**src/rtl/instr_mem_loadable.sv**
```systemverilog
// Loadable instruction memory: streams a program in through a ready/valid load port,
// then serves single-cycle registered fetches, flagging reads beyond the loaded program.
module instr_mem_loadable #(
    parameter int                      ROM_SIZE    = 256,
    parameter int                      INSTR_WIDTH = 9,
    parameter int                      ADDR_WIDTH  = $clog2(ROM_SIZE),
    parameter logic [INSTR_WIDTH-1:0]  NOP_WORD    = '0
) (
    input  logic                   clk,
    input  logic                   rst_n,
    input  logic                   prog_valid,
    input  logic [INSTR_WIDTH-1:0] prog_data,
    input  logic                   prog_last,
    output logic                   prog_ready,
    input  logic                   reload,
    input  logic                   fetch_en,
    input  logic [ADDR_WIDTH-1:0]  fetch_addr,
    output logic [INSTR_WIDTH-1:0] instr_out,
    output logic                   instr_valid,
    output logic                   addr_err,
    output logic                   loaded,
    output logic [ADDR_WIDTH:0]    prog_count
);

    typedef enum logic {ST_LOAD = 1'b0, ST_RUN = 1'b1} state_t;

    localparam logic [ADDR_WIDTH-1:0] LAST_ADDR = ADDR_WIDTH'(ROM_SIZE - 1);

    state_t                    state_reg;
    state_t                    state_next;
    logic [ADDR_WIDTH-1:0]     wr_ptr_reg;
    logic [ADDR_WIDTH:0]       prog_count_reg;
    logic [INSTR_WIDTH-1:0]    instr_out_reg;
    logic                      instr_valid_reg;
    logic                      addr_err_reg;

    logic [INSTR_WIDTH-1:0]    mem [ROM_SIZE];

    logic accept;
    logic load_done;
    logic do_reload;
    logic fetch_go;
    logic fetch_hit;

    assign accept    = (state_reg == ST_LOAD) && prog_valid;
    // Leave load mode on the tagged last word or when the final slot is written.
    assign load_done = accept && (prog_last || (wr_ptr_reg == LAST_ADDR));
    assign do_reload = (state_reg == ST_RUN) && reload;
    assign fetch_go  = (state_reg == ST_RUN) && fetch_en && !reload;
    assign fetch_hit = {1'b0, fetch_addr} < prog_count_reg;

    // State register
    always_ff @(posedge clk or negedge rst_n) begin
        if (!rst_n) begin
            state_reg <= ST_LOAD;
        end else begin
            state_reg <= state_next;
        end
    end

    // Next-state logic
    always_comb begin
        state_next = state_reg;
        case (state_reg)
            ST_LOAD: if (load_done) state_next = ST_RUN;
            ST_RUN:  if (reload)    state_next = ST_LOAD;
            default: state_next = ST_LOAD;
        endcase
    end

    // Output logic
    always_comb begin
        prog_ready = 1'b0;
        loaded     = 1'b0;
        case (state_reg)
            ST_LOAD: prog_ready = 1'b1;
            ST_RUN:  loaded     = 1'b1;
            default: prog_ready = 1'b1;
        endcase
    end

    // Write pointer saturates at the last slot so it can never wrap onto word 0.
    always_ff @(posedge clk or negedge rst_n) begin
        if (!rst_n) begin
            wr_ptr_reg     <= '0;
            prog_count_reg <= '0;
        end else if (do_reload) begin
            wr_ptr_reg     <= '0;
            prog_count_reg <= '0;
        end else if (accept) begin
            prog_count_reg <= prog_count_reg + 1'b1;
            if (wr_ptr_reg != LAST_ADDR) begin
                wr_ptr_reg <= wr_ptr_reg + 1'b1;
            end
        end
    end

    always_ff @(posedge clk) begin
        if (accept) begin
            mem[wr_ptr_reg] <= prog_data;
        end
    end

    // Fetch pipeline: out-of-range addresses never touch unloaded words.
    always_ff @(posedge clk or negedge rst_n) begin
        if (!rst_n) begin
            instr_out_reg   <= '0;
            instr_valid_reg <= 1'b0;
            addr_err_reg    <= 1'b0;
        end else begin
            instr_valid_reg <= fetch_go;
            addr_err_reg    <= fetch_go && !fetch_hit;
            if (fetch_go) begin
                instr_out_reg <= fetch_hit ? mem[fetch_addr] : NOP_WORD;
            end
        end
    end

    assign instr_out   = instr_out_reg;
    assign instr_valid = instr_valid_reg;
    assign addr_err    = addr_err_reg;
    assign prog_count  = prog_count_reg;

endmodule

```
**config.mk**
```make
export PLATFORM = sky130hd
export DESIGN_NAME = instr_mem_loadable
export DESIGN_NICKNAME = d
export VERILOG_FILES = /design/src/rtl/instr_mem_loadable.sv
export SDC_FILE = /design/constraint.sdc
export NUM_CORES = 2
export LEC_CHECK = 0
export CAP_MARGIN = 20
export CORE_MARGIN = 4
export CORE_UTILIZATION = 23
export CTS_BUF_LIST = sky130_fd_sc_hd__clkbuf_8
export DETAILED_ROUTE_END_ITERATION = 16
export HOLD_SLACK_MARGIN = 0.03
export SLEW_MARGIN = 20
export SYNTH_ARGS = -nofsm -noshare
export SYNTH_HDL_FRONTEND = slang
export SYNTH_SLANG_ARGS = --single-unit
```
**constraint.sdc**
```tcl
create_clock -name clk -period 3 [get_ports clk]
set_clock_uncertainty 0.15 [all_clocks]
set_input_delay 0.6 -clock clk [delete_from_list [all_inputs] [get_ports clk]]
set_output_delay 0.6 -clock clk [all_outputs]
set_load 0.01 [all_outputs]
```
# --- Yosys cells after proc, flatten, opt, wreduce, memory -nomap -nowiden ---
# Memory sizes are Yosys's and may differ from the RTL's.
# Cells that the tools add are included.
word_totals:
  ff_bits: 29
  ram_bits: 2304
  input_bits: 23
  output_inout_bits: 22
  word_cells: 38
  mem_count: 1
classes:
  add_sub_neg: 2
  magnitude_cmp: 1
  n_eq_ne: 2
  mux: 13
  bitwise_logic: 1
  n_reduce_logical: 12
memory_table:
  columns: ["memory", "depth", "width", "read_ports", "rd_clocked_by_memory_dff", "wr", "line_no", "source"]
  rows:
  - ["mem", 256, 9, 1, 0, 1, "37", "logic [INSTR_WIDTH-1:0] mem [ROM_SIZE];"]
ops:
  columns: ["cell", "count"]
  rows:
  - ["9-bit 2-to-1 mux", 3]
  - ["8-bit 2-to-1 mux", 3]
  - ["9-bit by 1-bit adder with 9-bit output, second input constant", 1]
  - ["8-bit by 9-bit less-than comparator with 1-bit output", 1]
  - ["8-bit by 1-bit adder with 8-bit output, second input constant", 1]
  - ["8-bit == test, second input constant", 1]
  - ["8-bit != test, second input constant", 1]
  - ["1-bit logical AND", 6]
  - ["1-bit 2-to-1 mux", 6]
  - ["2-bit nonzero test", 2]
  - ["1-bit zero test", 2]
  - ["1-bit one-hot mux with 2 select lines", 1]
  - ["2-bit AND reduction", 1]
  - ["1-bit logical OR", 1]
  - ["1-bit NOT", 1]

# --- Depth between registers and ports, before layout ---
logic_depth:
  ltp_word: 5
  ltp_mapped: 12
  ltp_nobuf: 9

# --- Worst setup path before layout ---
# Ideal clock, no wire load.
synth_timing:
  kind: "input to register"
  from: "in fetch_addr[1]"
  to: "reg instr_out_reg[5], in the netlist instr_out[5]"
  setup_ns: 0.121
  t_arrival_ns: 2.453
  required_time_ns: 2.729
  path_slack_ns: 0.276
  path_stages: 9
  n_path_buf: 3
  cell_sequence: "buf_6 > buf_6 > buf_2 > mux4_2 > a22oi_1 > o22ai_1 > or3_1 > a32o_1 > a22o_1"
synth_via:
  elab_chain_len: 2
  elab_cells_between_ends: 3
  cone_classes: "order compare (1); mux (1); memory (1)"
synth_lines:
  columns: ["element", "line_no", "source"]
  rows:
  - ["start: declaration", "17", "input logic [ADDR_WIDTH-1:0] fetch_addr,"]
  - ["memory read 256 x 9 bit / 8-bit by 9-bit less-than comparator with 1-bit output (equally long branches)", null, null]
  - ["9-bit 2-to-1 mux *", "114", "instr_out_reg <= fetch_hit ? mem[fetch_addr] : NOP_WORD;"]
  - ["end signal: assignment", "114", null]
  - ["end: declaration", "33", "logic [INSTR_WIDTH-1:0] instr_out_reg;"]
# Mark *: on every way between the ends. The rest lies on a longest branch, timed or not.
# A chain may end at the register's enable or synchronous reset.

# --- Final worst setup path ---
layout_timing:
  from: "reg instr_out_reg[2], in the netlist instr_out[2]"
  to: "out instr_out[2]"
layout_lines:
  columns: ["element", "line_no", "source"]
  rows:
  - ["end: declaration", "18", "output logic [INSTR_WIDTH-1:0] instr_out,"]
# No word-level cell between the ends.

==> results.ini <==
[outcome]
status=complete, no violations

[setup_path]
slowest_delay_ns=0.59
crit_family=buffers and inverters
path_cells=clkdlybuf4s50_1
crit_buf_inv=1
cp.required_ns=2.25
crit_type=register to output pin
start_kind=register
cp-end-kind=output pin
cp_max_fo=2
arrival_ns=2.13
slowest_stage=clkdlybuf4s50_1

[cells_and_area]
largest_register_ffs=2304
postLayoutCoreUtil_pct=28.20
syn_to_final_growth_pct=21.95
fin_nets=5800
regArea_sq_mm=0.06992
multiInputGateArea_sq_mm=0.02002
fillers=39010
drive_above_1_share_pct=25.90

[die]
ios=45
initial_core_util_pct=23.12
core_area_sq_mm=0.3963
dieArea_sq_mm=0.4085
fp-row-count=231
die_h_microns=639.1
die_x_microns=639.1

[synth]
syn_nets=4871
async_flop_share_pct=1.243
syn-cell-area_sq_mm=0.09162
synth_edf_count=2304
synth.avg_cell_area_sq_um=18.94
synth_warnings=0
yosysSeqAreaShare_pct=76.31
synth_seq_cells=2333
synth_cells=4836
yosys_most_used_dff=edfxtp_1
synth.area.top_cells=edfxtp_1 76%, mux2i_1 7.4%, mux4_2 6.2%
synth_cell_types=60
synth_top_area_share_pct=75.52
synth_area_leader_cell=edfxtp_1

[placement]
place_congestion=0.8601
port_buffers=44
dp_slack_ns=-0.6052
dp_hpwl_microns=164500

[clocking]
clock-root-buffer=clkbuf_8
numCtsBuffers=391
cts_setup_buffers=0
htree_levels=5
cts_tree=done
insertion_delay_ns=1.05
cts_sinks=2333
clk_pin_slew_ns=0.06
clock_path_buffers=4

[global_route]
grt_antenna_before_repair=13
grt-ovfl-total=0
grt_max_degree=123
grt_pass1_vias=51070
grt_pass1_wl_microns=360700
track_usage_pct=11.91

[sta]
worst_slew_pin_slew_ns=1.130
timing.final.crit_period_ns=2.883
max_freq_mhz=346.8
slew_headroom_pct=24.65
drv_slew=0
fin_hold_ws_ns=0.2173
setup_ws_ns=0.1167
rsz0062_at_grt=no
min_period_over_period_pct=96.11
hold_viol_final=0
setup_violations=0

[routing]
ant_nets=0
viasPerCell=4.450
wirelength_microns=250900
routed-via-count=50310
drtIter0Drc=5821
dr.pass1.iters=6
drc=0
wl_per_cell_microns=22.20

[power_and_ir_drop]
p_per_area_mw_per_mm2=594.0
p_leak_nw=37.69
ir_drop_uv=302.9

[run]
max_cap_violations=0

[hold_path]
hp-class=primary input to register

## final timing paths
path / from / to / slack, ns / depth (start not counted)
hold / removal: prog_data[6] / mem[225][6] / 0.22 / 1
max in group asynchronous: rst_n / instr_out[5] / 1.73 / 4
hold reg to reg: prog_count[8] / addr_err / 0.36 / 1
setup reg to reg: prog_count[5] / instr_out[4] / 0.25 / 10
min in group asynchronous: rst_n / instr_out[3] / 0.44 / 3
setup / recovery: instr_out[2] / instr_out[2] / 0.12 / 1
## cell families (layout without fill, tap and decap cells)
family	Yosys count	in the layout	share of synthesized area [%]
buffers and inverters	307	1529	1.977
other	0	4	0
xor gates and xnor gates	9	9	0.08604
AOI/OAI and AO/OA	521	521	4.038
muxes	947	947	13.83
adders and majority gates	12	12	0.1639
and+or+nand+nor	707	707	3.599
DFF	2333	2333	76.31
## layout by cell type (no fill, tap or decap), types with 16 or more instances in the layout
cell type	instances
a22oi_1	247
inv_1	127
nand4_1	62
clkbuf_8	399
nand3_1	91
dfrtp_1	20
buf_4	629
and3_1	17
clkinv_1	98
nand2_1	131
a21oi_1	88
clkdlybuf4s50_1	25
nor3_1	25
o22ai_1	36
nor2_1	314
a22o_1	33
mux4_2	253
edfxtp_1	2304
mux2i_1	675
clkinv_2	53
a221o_1	16
a31oi_1	32
buf_12	142
mux2_2	19
## stage by stage
step | instance area, sq um | TNS (ns) | cells | power, mW
6_report | 111700 | 0 | 11300 | 66.37
5_1_grt | 111700 | 0 | 11300 | 68.82
4_1_cts | 111700 | 0 | 11300 | 67.00
3_5_place_dp | 104600 | -5.142 | 10600 | 41.28
3_3_place_gp | 104600 | -5.382 | 10600 | 41.22
2_1_floorplan | 91620 | 0 | 4836 | 38.74
## repair_timing
action	in CTS	in global routing
gates resized for setup	13	0
hold buffers	13	0
endpoints found under the hold margin	908	0
endpoints found under the setup margin	10	0
## routing by layer
metal | routed length, microns | global-route usage, %
met5 | 27 | 0
met4 | 8395 | 4.373
met3 | 18820 | 2.377
met2 | 119300 | 19.17
met1 | 104400 | 15.88
## final cells by class
type / count / share of cell area (%)
clock inverters: 289 / 1.373
clock buffers: 397 / 4.890
flip-flops and latches: 2333 / 62.58
repair buffers: 827 / 7.303
multi-input cells: 2196 / 17.92
well taps: 5242 / 5.870
diodes: 4 / 0.008959
inverters: 16 / 0.05375
## power breakdown
part | switching [mW] | internal [mW] | leakage, nW
clock network | 12.4 | 13.3 | 4.02
registers | 0.208 | 36.0 | 21.1
logic | 2.74 | 1.71 | 12.6
total | 15.4 | 51.0 | 37.7
## cells in the mapped netlist, types with 25 or more instances
cell      instances
edfxtp_1       2304
mux2i_1         675
nor2_1          315
mux4_2          253
a22oi_1         247
nand2_1         131
nand3_1          91
buf_2            90
a21oi_1          88
clkbuf_1         83
nand4_1          62
buf_4            51
buf_6            44
o22ai_1          36
a22o_1           33
a31oi_1          32
dfrtp_1          29
nor3_1           25
No activity file was read; power rests on OpenSTA's default activity.
